`config.mk`:
```
export PLATFORM = sky130hd
export DESIGN_NAME = countdown_timer16
export DESIGN_NICKNAME = d
export VERILOG_FILES = /design/src/rtl/timer_pkg.sv /design/src/rtl/tick_gen.sv /design/src/rtl/countdown_timer16.sv
export SDC_FILE = /design/constraint.sdc
export NUM_CORES = 1
export LEC_CHECK = 0
export BUFFER_PORTS_ARGS = -buffer_cell sky130_fd_sc_hd__buf_4
export CAP_MARGIN = 20
export CORE_ASPECT_RATIO = 0.8
export CORE_MARGIN = 1.5
export CORE_UTILIZATION = 62
export CTS_CLUSTER_DIAMETER = 150
export DETAILED_ROUTE_END_ITERATION = 10
export HOLD_SLACK_MARGIN = 0.06
export PLACE_DENSITY_LB_ADDON = 0.12
export SKIP_CTS_REPAIR_TIMING = 1
export SLEW_MARGIN = 40
export SYNTH_ARGS = -nofsm -noshare
export SYNTH_HDL_FRONTEND = slang
export SYNTH_HIERARCHICAL = 1
export SYNTH_SLANG_ARGS = --single-unit
```
`constraint.sdc`:
```
create_clock -name Clk -period 4.2 [get_ports Clk]
set_input_delay 0.84 -clock Clk [delete_from_list [all_inputs] [get_ports Clk]]
set_output_delay 0.84 -clock Clk [all_outputs]
set_load 0.005 [all_outputs]
```
`src/rtl/timer_pkg.sv`:
```
// Shared types and constants for the 16-bit countdown timer.
// The state encoding is fixed at 2 bits so it can be probed on the board LEDs.
package timer_pkg;

    localparam int CNT_W            = 16;
    localparam int DEFAULT_PRESCALE = 50_000_000;

    typedef enum logic [1:0] {
        IDLE    = 2'b00,
        RUN     = 2'b01,
        PAUSE   = 2'b10,
        EXPIRED = 2'b11
    } state_t;

    // Registered outputs, grouped so their next values are produced by one process.
    typedef struct packed {
        logic busy;
        logic done;
        logic expired;
    } status_t;

endpackage

```
`src/rtl/tick_gen.sv`:
```
// Prescaler: counts enabled cycles 0..PRESCALE-1 and flags the last one.
// A paused count (En low) keeps its value, so sub-tick time survives a pause.
module tick_gen
    import timer_pkg::*;
#(
    parameter int PRESCALE = DEFAULT_PRESCALE
) (
    input  logic Clk,
    input  logic Clr,
    input  logic En,
    input  logic SyncClr,
    output logic Tick
);

    localparam int            PW   = (PRESCALE > 1) ? $clog2(PRESCALE) : 1;
    localparam logic [PW-1:0] LAST = PW'(PRESCALE - 1);

    logic [PW-1:0] count;

    assign Tick = En && (count == LAST);

    // NOTE: sequential state uses non-blocking assignments so every register
    // samples the pre-edge values of its neighbours.
    always_ff @(posedge Clk or negedge Clr) begin
        if (!Clr) begin
            count <= '0;
        end else if (SyncClr) begin
            count <= '0;
        end else if (En) begin
            count <= (count == LAST) ? '0 : count + 1'b1;
        end
    end

endmodule

```
`src/rtl/countdown_timer16.sv`:
```
// Loadable 16-bit down-counting timer: decrements once per prescaled tick while
// running, stops at zero, pulses Done and holds Expired until the next Load.
module countdown_timer16
    import timer_pkg::*;
#(
    parameter int PRESCALE = DEFAULT_PRESCALE,
    parameter int WIDTH    = CNT_W
) (
    input  logic             Clk,
    input  logic             Clr,
    input  logic             Load,
    input  logic [WIDTH-1:0] D,
    input  logic             Start,
    input  logic             Stop,
    output logic [WIDTH-1:0] Q,
    output logic             Busy,
    output logic             Done,
    output logic             Expired
);

    state_t           state;
    state_t           state_next;
    status_t          status_next;
    logic [WIDTH-1:0] q_next;
    logic             tick;
    logic             sync_clr;
    logic             last_tick;

    tick_gen #(.PRESCALE(PRESCALE)) u_tick_gen (
        .Clk     (Clk),
        .Clr     (Clr),
        .En      (state == RUN),
        .SyncClr (sync_clr),
        .Tick    (tick)
    );

    // The tick that takes Q from 1 to 0 ends the run even if Stop arrives with it.
    assign last_tick = (state == RUN) && tick && (Q == WIDTH'(1));

    always_ff @(posedge Clk or negedge Clr) begin
        if (!Clr) begin
            state <= IDLE;
        end else begin
            state <= state_next;
        end
    end

    // NOTE: every combinational output gets a default first, so no path can
    // leave it unassigned and infer a latch.
    always_comb begin
        state_next = state;
        sync_clr   = Load;
        if (Load) begin
            state_next = IDLE;
        end else begin
            unique case (state)
                IDLE: begin
                    if (Start && !Stop && (Q != '0)) begin
                        state_next = RUN;
                        sync_clr   = 1'b1;
                    end
                end
                RUN: begin
                    if (last_tick) begin
                        state_next = EXPIRED;
                    end else if (Stop) begin
                        state_next = PAUSE;
                    end
                end
                PAUSE: begin
                    if (Start && !Stop) begin
                        state_next = RUN;
                    end
                end
                EXPIRED: state_next = EXPIRED;
                default: state_next = IDLE;
            endcase
        end
    end

    always_comb begin
        status_next.busy    = (state_next == RUN);
        status_next.expired = (state_next == EXPIRED);
        status_next.done    = !Load && last_tick;
    end

    // Q only moves on a running tick, and never below zero.
    always_comb begin
        q_next = Q;
        if (Load) begin
            q_next = D;
        end else if ((state == RUN) && tick && (Q != '0)) begin
            q_next = Q - WIDTH'(1);
        end
    end

    always_ff @(posedge Clk or negedge Clr) begin
        if (!Clr) begin
            Q       <= '0;
            Busy    <= 1'b0;
            Done    <= 1'b0;
            Expired <= 1'b0;
        end else begin
            Q       <= q_next;
            Busy    <= status_next.busy;
            Done    <= status_next.done;
            Expired <= status_next.expired;
        end
    end

endmodule

```
==> metrics.cfg <==
[clock_tree]
cts_tree=yes
ctsHtreeMaxLevel=2
cts_sinks=47
clk_latency_ps=310
clock_path_buffers=2
numCtsBuffers=5
clk_pin_slew_ps=90
ctsRootBufferMaster=clkbuf_8

[detailed_routing]
wire_per_inst_um=17.2
vias_per_cell=6.61
final_antenna_net_count=0
drt_iter0_drc=222
via_count=2801
first_pass_iters=5
wirelength_um=7310
drcViolationCount=0

[setup_path]
crit_type=reg2reg
max_stage_delay_ps=800
worst_setup_path_start_kind=flop
cp_top_family=simple AND/OR/NAND/NOR gates
crit_path_max_fanout=8
cp-end-kind=flop
crit_slowest_cell=a2111oi_0
cp.arrival_ps=3340
critPathBufInv=0
crit_chain=ha_1 -> nand2_1 -> nor4_1 -> nor4b_1 -> nand4_1 -> and2_1 -> a2111oi_0
cp.required_ps=4320

[power_and_ir_drop]
pwr-share-comb_pct=13.2
intPower_uw=773
vdd.ir_drop.worst_mv=0.231
power_switching_uw=262
netSwitchingFraction_pct=25.3
power_frac_seq_pct=48.7
pwr-share-clk_pct=38.1
p_per_area_nw_per_um2=306
leakage_uw=0.00134

[synth]
ys_types=60
ys_ff_latch=47
synth.net_count=351
synth_edf_count=0
synth.avg_cell_area_sq_um=8.96
syn_area_sq_um=2930
seq_area_frac_synth_pct=40.2
yosys_warnings=6
synth_flop_cell=dfrtp_1
synthArstFlopShare_pct=100
synth_cells=327

[final_layout]
fin_nets=387
antenna_cells=0
drive_above_1_share_pct=16.8
fin_area_sq_um=3380
area_growth_pct=15.5

[global_route]
gr-total-overflow=0
grt_pass1_vias=2609
grt_max_degree=48
groute.usage.overall_pct=30.3
antenna_found_initial=0
grt_pass1_wl_um=12100

[sta]
period_needed_ps=3220
rsz0062_at_grt=false
max_freq_ghz=0.311
slew_headroom_pct=41.6
worstMarginPinSlew_ps=853
drv_slew=0
finClkSkew_ps=8.25
setup_tns_ps=0
period_share_pct=76.6
finalSetupViolCount=0
hold_viol=0

[floorplan]
dieArea_sq_um=5150
die_x_um=79.8
std_cell_rows=22
io_pins=40
coreArea_sq_um=4570
die_y_um=64.5
start_util_pct=64.1

[run]
max-cap-violations=0

[placed_design]
dpl_cell_area_sq_um=3250
port_buffers=39
hpwlAfterDp_um=5030
place_congestion=0.922

[status]
status=complete, no violations

[worst_hold_path]
hp-class=in2async

-- through the flow --
stage	setup slack [ps]	cells	hold slack, ps	utilization, %	total power (uW)
CTS	1090	424	554	74.1	1040
finish	982	424	527	74.1	1030
detailed placement	1110	416	574	71.2	647
global route	746	424	571	74.1	1080
global placement	1220	416	551	71.0	641
floorplan	1430	327	524	-	575
-- placed cells by master, fill, tap and decap left out, types with 3 or more instances in the layout --
master    instances
or4_1            11
and2_1            4
and3_1            8
and4_1            4
nor2b_1           3
nor4b_1           4
mux2i_1           3
nand2_1          34
nand4_1          16
nor3_1            6
nand3_1          20
nand2b_1          4
o21ai_0          12
xnor2_1           3
a21oi_1          17
ha_1              3
nor4_1            7
o31ai_1           9
o311ai_0          3
xor2_1            6
o211ai_1          3
a311o_1           3
or3_1            11
buf_4            41
inv_1            10
clkbuf_8          5
or2_2             4
dfrtp_1          47
nor2_1           23
a211oi_1          4
-- path summary, 6_finish.rpt --
path	from	slack [ps]	cells after the start	end
max	u_tick_gen/count[0]	980	7	Busy
min	Clr	530	1	Q[13]
max reg2reg	u_tick_gen/count[0]	980	7	Busy
min reg2reg	u_tick_gen/count[20]	590	2	u_tick_gen/count[20]
max in group asynchronous	Clr	3260	1	Q[3]
min in group Clk	u_tick_gen/count[20]	590	2	u_tick_gen/count[20]
-- synth_stat cells (4+ instances only) --
master | instances | area share, %
dfrtp_1 | 47 | 40
nand2_1 | 34 | 4.4
nor2_1 | 23 | 2.9
nand3_1 | 20 | 3.4
a21oi_1 | 17 | 2.9
nand4_1 | 16 | 3.4
o21ai_0 | 12 | 2.1
or3_1 | 11 | 2.3
or4_1 | 11 | 2.8
inv_1 | 10 | 1.3
o31ai_1 | 9 | 2.3
and3_1 | 8 | 1.7
clkbuf_1 | 7 | 0.90
nor4_1 | 7 | 1.5
nor3_1 | 6 | 1.0
xor2_1 | 6 | 1.8
a211oi_1 | 4 | 1.0
and2_1 | 4 | 0.85
and4_1 | 4 | 1.2
nand2b_1 | 4 | 0.85
nor4b_1 | 4 | 1.2
or2_2 | 4 | 0.85
-- cell type report --
type | instances | area (sq um)
timing repair buffer | 41 | 308
inverter | 11 | 41.3
clock buffer | 6 | 72.6
fill | 345 | 1180
multi-input combinational | 257 | 1650
tap | 60 | 75.1
clock inverter | 2 | 60.1
sequential | 47 | 1180
-- per-layer routing --
metal  vias up  wire [um]  track usage, %
met4         0         59            7.11
met3         9        594            7.18
met1      1347       3440            44.0
met5         -          0               0
met2       125       3220            46.0
li1       1320          -               -
-- power groups by stage --
stage	Clock [uW]	Sequential (uW)	Combinational (uW)
after detailed placement	0	512	135
after global routing	422	508	150
final	394	504	136
after floorplan	0	505	69.8
after global placement	0	510	131
after CTS	401	503	137
-- state kept, by name, summed over array words and instances, names as in the netlist --
name and cells:
Busy 1, Done 1, Expired 1, Q 16, state 2, u_tick_gen/count 26
-- worst reg2reg max path, cell delays in order, from the launching register on --
cell	delay, ps
dfrtp_1	490
ha_1	340
nand2_1	150
nor4_1	500
nor4b_1	350
nand4_1	160
and2_1	240
a2111oi_0	800
-- cell families (layout without fill, tap and decap cells) --
| logic type | count (synthesis) | in the layout | synth area share, % |
|---|---|---|---|
| compound gates | 70 | 70 | 16.7 |
| xor+xnor | 9 | 9 | 2.69 |
| fa+ha+maj | 3 | 3 | 1.28 |
| buf+inv | 23 | 60 | 3.76 |
| flops | 47 | 47 | 40.2 |
| mux | 3 | 3 | 1.03 |
| simple gates | 172 | 172 | 34.4 |
Note: power is estimated with default switching activity, not from simulation.
